==> config.mk <==
export PLATFORM = sky130hd
export DESIGN_NAME = pcie_tx_mux_scheduler
export DESIGN_NICKNAME = d
export VERILOG_FILES = /design/src/rtl/pcie_phy_tx_pkg.sv /design/src/rtl/pcie_skp_timer.sv /design/src/rtl/pcie_tx_mux_scheduler.sv
export SDC_FILE = /design/constraint.sdc
export NUM_CORES = 1
export LEC_CHECK = 0
export BUFFER_PORTS_ARGS = -buffer_cell sky130_fd_sc_hd__buf_2
export CAP_MARGIN = 20
export CORE_MARGIN = 2
export CORE_UTILIZATION = 50
export DETAILED_ROUTE_END_ITERATION = 10
export GPL_TIMING_DRIVEN = 0
export PLACE_DENSITY = 0.81
export SYNTH_ARGS = -nofsm -noshare
export SYNTH_HDL_FRONTEND = slang
export SYNTH_HIERARCHICAL = 1
export SYNTH_SLANG_ARGS = --single-unit
==> constraint.sdc <==
create_clock -name clk -period 1.5 [get_ports clk]
set_input_delay 0.075 -clock clk [delete_from_list [all_inputs] [get_ports clk]]
set_output_delay 0.075 -clock clk [all_outputs]
set_load 0.01 [all_outputs]
==> src/rtl/pcie_phy_tx_pkg.sv <==
// Shared types for the PHY TX path: the 4:1 mux select encoding and the
// default SKP insertion interval.
package pcie_phy_tx_pkg;

  typedef enum logic [1:0] {
    SEL_TLP  = 2'b00,
    SEL_DLLP = 2'b01,
    SEL_OS   = 2'b10,
    SEL_IDLE = 2'b11
  } tx_sel_e;

  localparam int SKP_INTERVAL_DEFAULT = 1180;

endpackage

==> src/rtl/pcie_skp_timer.sv <==
// SKP interval timer: raises skp_pending once per interval while the link is
// up and holds it until the scheduler starts an SKP ordered set.
module pcie_skp_timer #(
  parameter int SKP_INTERVAL = 1180
) (
  input  logic clk,
  input  logic reset,
  input  logic link_up,
  input  logic skp_taken,
  output logic skp_pending
);

  localparam int CW = $clog2(SKP_INTERVAL);

  logic [CW-1:0] cnt;
  logic          expire;

  assign expire = link_up && (cnt == CW'(SKP_INTERVAL - 1));

  // An expiry coinciding with a grant wins, so the next SKP is still owed.
  always_ff @(posedge clk) begin
    if (reset) begin
      cnt         <= '0;
      skp_pending <= 1'b0;
    end else begin
      if (!link_up || expire) cnt <= '0;
      else                    cnt <= cnt + 1'b1;
      if (expire)         skp_pending <= 1'b1;
      else if (skp_taken) skp_pending <= 1'b0;
    end
  end

endmodule

==> src/rtl/pcie_tx_mux_scheduler.sv <==
// PHY TX mux scheduler: arbitrates TLP, DLLP and ordered-set sources onto the
// 4:1 mux, never splitting a TLP, and inserts periodic SKP ordered sets.
module pcie_tx_mux_scheduler
  import pcie_phy_tx_pkg::*;
#(
  parameter int SKP_INTERVAL   = SKP_INTERVAL_DEFAULT,
  parameter int OS_BEATS       = 1,
  parameter int MAX_DLLP_BURST = 4
) (
  input  logic       clk,
  input  logic       reset,
  input  logic       link_up,
  input  logic       tlp_valid,
  input  logic       tlp_last,
  input  logic       dllp_valid,
  input  logic       os_req,
  output logic [1:0] sel,
  output logic       tlp_ready,
  output logic       dllp_ready,
  output logic       os_ready,
  output logic       os_is_skp
);

  localparam int BW  = (OS_BEATS > 1) ? $clog2(OS_BEATS) : 1;
  localparam int BCW = $clog2(MAX_DLLP_BURST + 1);

  tx_sel_e        state, next_state;
  logic [BW-1:0]  beat_cnt;
  logic [BCW-1:0] burst_cnt;
  logic           skp_q;
  logic           tlp_mid;
  logic           skp_pending;
  logic           arb, grant_skp, os_enter, dllp_grant, tlp_grant;

  pcie_skp_timer #(.SKP_INTERVAL(SKP_INTERVAL)) u_skp_timer (
    .clk         (clk),
    .reset       (reset),
    .link_up     (link_up),
    .skp_taken   (grant_skp),
    .skp_pending (skp_pending)
  );

  always_ff @(posedge clk) begin
    if (reset) begin
      state     <= SEL_IDLE;
      beat_cnt  <= '0;
      burst_cnt <= '0;
      skp_q     <= 1'b0;
      tlp_mid   <= 1'b0;
    end else begin
      state <= next_state;
      if (os_enter) begin
        beat_cnt <= '0;
        skp_q    <= grant_skp;
      end else if (state == SEL_OS) begin
        beat_cnt <= beat_cnt + 1'b1;
      end
      if (!tlp_valid || tlp_grant)
        burst_cnt <= '0;
      else if (dllp_grant && burst_cnt != BCW'(MAX_DLLP_BURST))
        burst_cnt <= burst_cnt + 1'b1;
      if (state == SEL_TLP && tlp_valid)
        tlp_mid <= !tlp_last;
    end
  end

  // A TLP grant made on the previous packet's last beat may find no new
  // packet; with no beat yet accepted that TLP slot is also re-arbitrated.
  always_comb begin
    arb        = 1'b0;
    grant_skp  = 1'b0;
    next_state = state;
    case (state)
      SEL_IDLE, SEL_DLLP: arb = 1'b1;
      SEL_OS:             arb = (beat_cnt == BW'(OS_BEATS - 1));
      SEL_TLP:            arb = (tlp_valid && tlp_last) || (!tlp_valid && !tlp_mid);
      default:            arb = 1'b1;
    endcase
    if (arb) begin
      if (skp_pending && link_up) begin
        next_state = SEL_OS;
        grant_skp  = 1'b1;
      end else if (os_req) begin
        next_state = SEL_OS;
      end else if (link_up && dllp_valid &&
                   !(burst_cnt == BCW'(MAX_DLLP_BURST) && tlp_valid)) begin
        next_state = SEL_DLLP;
      end else if (link_up && tlp_valid) begin
        next_state = SEL_TLP;
      end else begin
        next_state = SEL_IDLE;
      end
    end
    os_enter   = arb && (next_state == SEL_OS);
    dllp_grant = arb && (next_state == SEL_DLLP);
    tlp_grant  = arb && (next_state == SEL_TLP);
  end

  always_comb begin
    sel        = state;
    tlp_ready  = (state == SEL_TLP) && tlp_valid;
    dllp_ready = (state == SEL_DLLP);
    os_ready   = (state == SEL_OS) && !skp_q;
    os_is_skp  = (state == SEL_OS) && skp_q;
  end

endmodule

# Word-level counts from Yosys, hierarchy flattened

Cells that the tools add are included.

Register bits after elaboration: 20
Bits of input ports: 7
Output and inout port bits: 6
Latch bits: 0
Memories kept: 0
RAM bits: 0
Word-level logic and storage cells: 60
ROM bits: 0

Multipliers: 0
$add $sub $neg: 3
Div/mod/pow operators: 0
Equal/unequal tests: 8
Bitwise logic cells: 1
Magnitude comparators: 0
Mux-type cells: 10
Reductions and logical operators: 31
Shifts and indexed selects: 0

Operators with widths:

| kind                                                             | count |
|---|---|
| 1-bit logical AND                                                | 15 |
| 11-bit by 1-bit adder with 11-bit output (second input constant) | 1 |
| 11-bit == test (second input constant)                           | 1 |
| 2-bit two-way mux                                                | 5 |
| 2-bit OR reduction                                               | 4 |
| 2-bit == test (second input constant)                            | 3 |
| 1-bit logical NOT                                                | 6 |
| 2-bit by 1-bit == test with 1-bit output (second input constant) | 2 |
| 2-bit logical NOT                                                | 2 |
| 1-bit two-way mux                                                | 4 |
| 3-bit by 1-bit adder with 3-bit output (second input constant)   | 1 |
| 3-bit == test (second input constant)                            | 1 |
| 1-bit logical OR                                                 | 3 |
| 3-bit inequality test (second input constant)                    | 1 |
| 1-bit case mux with 3 select lines                               | 1 |
| 2-bit nonzero test                                               | 1 |
| 1-bit adder (second input constant)                              | 1 |
| 1-bit inverter                                                   | 1 |

# Depth between registers and ports, before layout

Depth after elaboration: 12
Mapped depth: 7
Depth with buffers taken out: 7

# Cells and area by module

The synthesis kept the hierarchy.

Modules (own cells, without submodules):

| module                | area an instance (um^2) | cells an instance | times used |
|---|---|---|---|
| pcie_skp_timer        | 536.8                   | 58                | 1 |
| pcie_tx_mux_scheduler | 480.5                   | 56                | 1 |

# Worst setup path before layout

No wires, ideal clock.

Path type: register to register
Start point: reg state[0], in the netlist sel[0]
End point: reg burst_cnt[1]
Data required time: 1.381 ns
Setup slack: 0.010 ns
Clock period less this slack: 1.490 ns
Cell stages (with the launch flop): 6
Arrival time: 1.371 ns
Cell sequence: dfxtp_1 > nor2_1 > a32oi_4 > or3b_1 > o21ai_0 > a21oi_1

Cells in the longest elaborated chain, start to end: 8
Elaborated cells on any way between the ends: 14
Those cells by class: 4 x eq/ne; 2 x mux; 8 x reduce/logical

Ends and longest elaborated chain:

| element                                                                          | RTL line                    | source |
|---|---|---|
| start: declaration                                                               | pcie_tx_mux_scheduler.sv:27 | `tx_sel_e state, next_state;` |
| start signal: assignment                                                         | pcie_tx_mux_scheduler.sv:51 | `state <= next_state;` |
| 2-bit by 1-bit == test with 1-bit output / 2-bit == test (equally long branches) | pcie_tx_mux_scheduler.sv:73 | `case (state)` |
| 2-bit OR reduction                                                               | pcie_tx_mux_scheduler.sv:73 |  |
| 1-bit case mux with 3 select lines                                               | pcie_tx_mux_scheduler.sv:73 |  |
| 2-bit two-way mux                                                                | pcie_tx_mux_scheduler.sv:79 | `if (arb) begin` |
| 2-bit logical NOT                                                                | pcie_tx_mux_scheduler.sv:96 | `tlp_grant = arb && (next_state == SEL_TLP);` |
| 1-bit logical AND                                                                | pcie_tx_mux_scheduler.sv:96 |  |
| 1-bit logical OR                                                                 | pcie_tx_mux_scheduler.sv:58 | `if (!tlp_valid \|\| tlp_grant)` |
| 2-bit OR reduction (no source line)                                              | --                          |  |
| end signal: assignment                                                           | pcie_tx_mux_scheduler.sv:61 | `burst_cnt <= burst_cnt + 1'b1;` |
| end: declaration                                                                 | pcie_tx_mux_scheduler.sv:29 | `logic [BCW-1:0] burst_cnt;` |

Several ways; a longest one is shown, not always the timed one.
A chain may end at the register's enable or synchronous reset.

# Final worst setup path

Start point: reg tlp_mid
End point: reg burst_cnt[0]

Cells in the longest elaborated chain, start to end: 9
Elaborated cells on any way between the ends: 12
Those cells by class: 1 x eq/ne; 2 x mux; 9 x reduce/logical

Ends and longest elaborated chain:

| element                              | RTL line                    | source |
|---|---|---|
| start: declaration                   | pcie_tx_mux_scheduler.sv:31 | `logic tlp_mid;` |
| start signal: assignment             | pcie_tx_mux_scheduler.sv:63 | `tlp_mid <= !tlp_last;` |
| 1-bit logical NOT *                  | pcie_tx_mux_scheduler.sv:76 | `SEL_TLP: arb = (tlp_valid && tlp_last) \|\| (!tlp_valid && !tlp_mid);` |
| 1-bit logical AND *                  | pcie_tx_mux_scheduler.sv:76 |  |
| 1-bit logical OR *                   | pcie_tx_mux_scheduler.sv:76 |  |
| 1-bit case mux with 3 select lines * | pcie_tx_mux_scheduler.sv:73 |  |
| 2-bit two-way mux                    | pcie_tx_mux_scheduler.sv:79 |  |
| 2-bit logical NOT                    | pcie_tx_mux_scheduler.sv:96 |  |
| 1-bit logical AND                    | pcie_tx_mux_scheduler.sv:96 |  |
| 1-bit logical OR                     | pcie_tx_mux_scheduler.sv:58 |  |
| 2-bit OR reduction (no source line)  | --                          |  |

Mark *: on every way between the ends. The rest lies on a longest branch, timed or not.

==> impl_metrics.tcl <==
set metrics [dict create \
    status "finished, violations left" \
    violations "negative setup slack" \
    post-route-period-util_pct 105 \
    hold_class "in2reg" \
    synth-edff-count 0 \
    port_buffers 12 \
    seq_area_frac_synth_pct 39.4 \
    place_hpwl_mm 1.43 \
    r2r_start "tlp_mid" \
    netlist_instances 114 \
    slowest_delay_ps 450 \
    cap_violations 0 \
    postRouteAntennaNets 0 \
    vias 903 \
    rr_worst_depth 5 \
    cts_made_buffers 3 \
    max_freq_mhz 637 \
    cts_max_level 1 \
    timing.final.crit_period_ps 1570 \
    p_per_area_nw_per_um2 861 \
    num-nets-final 146 \
    synth_nets 124 \
    core_area_um2 1940 \
    start_util_pct 52.4 \
    worst_slack_ps -70.8 \
    crit_end "burst_cnt[0]" \
    wl_per_cell_um 14.3 \
    finalMaxSlewViolations 0 \
    gp_congestion 0.740 \
    gr-usage-all-layers_pct 19.0 \
    ys_warn_count 6 \
    antenna_found_initial 0 \
    cp-startpoint "tlp_mid" \
    p_leak_nw 0.433 \
    worstMarginPinSlew_ps 462 \
    core.rowCount 16 \
    peakVddDrop_uv 646 \
    clock_latency_ps 320 \
    wl_mm 2.31 \
    diodes 0 \
    layout_common_cells "14 x dfxtp_1, 12 x buf_2, 10 x a21oi_1" \
    cpMaxStageDelayCell "or3b_4" \
    critPathMaxFanout 6 \
    slew_headroom_pct 69.2 \
    worstPathArrival_ps 1780 \
    hold_violations 0 \
    end_kind "flip-flop" \
    crit_buf_inv 0 \
    drc 0 \
    setup_tns_ps -144 \
    die_w_um 49.1 \
    crit_path_start_kind "flip-flop" \
    design_area_um2 1280 \
    critPathKind "reg2reg" \
    synth-seq-cells 20 \
    setup_viol 3 \
    grt_max_degree 13 \
    initialDrtViolationCount 17 \
    vias_per_cell 5.57 \
    cts_tree "yes" \
    clockBufferDepth 2 \
    avgSynthCellArea_um2 8.92 \
    cts.sinks 20 \
    grt_pass1_wl_mm 3.53 \
    crit_chain "or2_4 > a32oi_4 > or3b_4 > o21ai_2 > a21oi_2" \
    synth_cell_types 37 \
    rsz0062_at_grt "true" \
    dr.pass1.iters 4 \
    syn_area_um2 1020 \
    areaGrowthSynthToFinish_pct 26.1 \
    place_area_um2 1110 \
    finalPower_mw 1.10 \
    ios 13 \
    synthArstFlopShare_pct 0 \
    critical_path_depth 5 \
    crit_family "simple AND/OR/NAND/NOR gates" \
    grt_pass1_vias 827 \
    die_h_um 49.1 \
    final_core_util_pct 66.0 \
    clock_skew_ps 5.42 \
    mostFrequentLayoutCell "dfxtp_1" \
    synthFlopType "dfxtp_1" \
    reg2reg_to "burst_cnt[0]" \
    r2r_slack_ps -70 \
    drive_above_1_share_pct 38.5 \
    cp.required_ps 1710 \
    dieArea_um2 2410 \
    ctsRootBufferMaster "clkbuf_4" \
    overflow 0 \
    path_clk_slew_ps 120 \
]
state kept, by name, indices dropped and copies added, names as in the netlist:
name	flops
beat_cnt	1
burst_cnt	3
sel	2
skp_q	1
tlp_mid	1
u_skp_timer/cnt	11
u_skp_timer/skp_pending	1
routing by layer:
layer  part of all wire (%)  GRT usage (%)  wire length [µm]
met1                     42           20.7               970
met3                    3.0           6.44                70
met2                     53           34.5              1220
met5                      0              0                 0
met4                    2.1           5.71                48
final cells by class:
class / instances / area (µm²)
plain buffers: 1 / 11.3
clock buffers: 3 / 22.5
clock inverters: 1 / 30.0
fillers: 162 / 659
inverters: 5 / 18.8
multi-input cells: 88 / 656
flip-flops and latches: 20 / 410
well taps: 27 / 33.8
repair buffers: 17 / 100
worst register-to-register path: stages, from the launching register on:
cell	delay (ps)
dfxtp_2	340
or2_4	240
a32oi_4	230
or3b_4	450
o21ai_2	140
a21oi_2	70
power breakdown:
group          internal, mW  total [mW]  switching, mW
Sequential            0.539       0.548        0.00895
Combinational        0.0471       0.105         0.0575
Clock                 0.271       0.451          0.181
worst min path at each step:
stage | start | to | cells after the start
3_5_place_dp | tlp_last | tlp_mid | 2
2_1_floorplan | reset | u_skp_timer/skp_pending | 1
6_report | reset | u_skp_timer/skp_pending | 2
3_3_place_gp | tlp_last | tlp_mid | 2
5_1_grt | reset | u_skp_timer/skp_pending | 2
4_1_cts | reset | u_skp_timer/skp_pending | 2
per-stage QoR:
step	hold slack [ps]	setup WS (ps)	std cells
CTS	5.40	-67.2	162
detailed placement	292	-143	153
finish	2.23	-70.8	162
floorplan	144	9.87	114
global placement	273	-59.4	153
global route	-2.15	-115	162
Yosys cell counts (3+ instances only):
library cell / number / share of area, %
inv_1: 5 / 1.8
nand2_1: 7 / 2.6
nand3_1: 6 / 3.0
ha_1: 3 / 3.7
a21oi_1: 12 / 5.9
o21ai_0: 6 / 3.0
nor2_1: 9 / 3.3
nand4_1: 4 / 2.5
dfxtp_1: 20 / 39
or3_1: 3 / 1.8
nor2b_1: 3 / 1.8
o31ai_1: 3 / 2.2
kinds of logic after synthesis:
group	after synthesis	synth area share [%]
buf+inv	6	2.58
xor+xnor	4	3.44
flops	20	39.4
fa+ha+maj	3	3.69
compound gates	29	19.4
simple gates	52	31.5
timing repair:
action | CTS | global route
setup buffers | 4 | 0
endpoints found under the setup margin | 14 | 19
pin swaps | 6 | 1
hold buffers | 1 | 0
resized for setup | 11 | 15
hold endpoints to repair | 1 | 0
No activity file was read; power rests on OpenSTA's default activity.
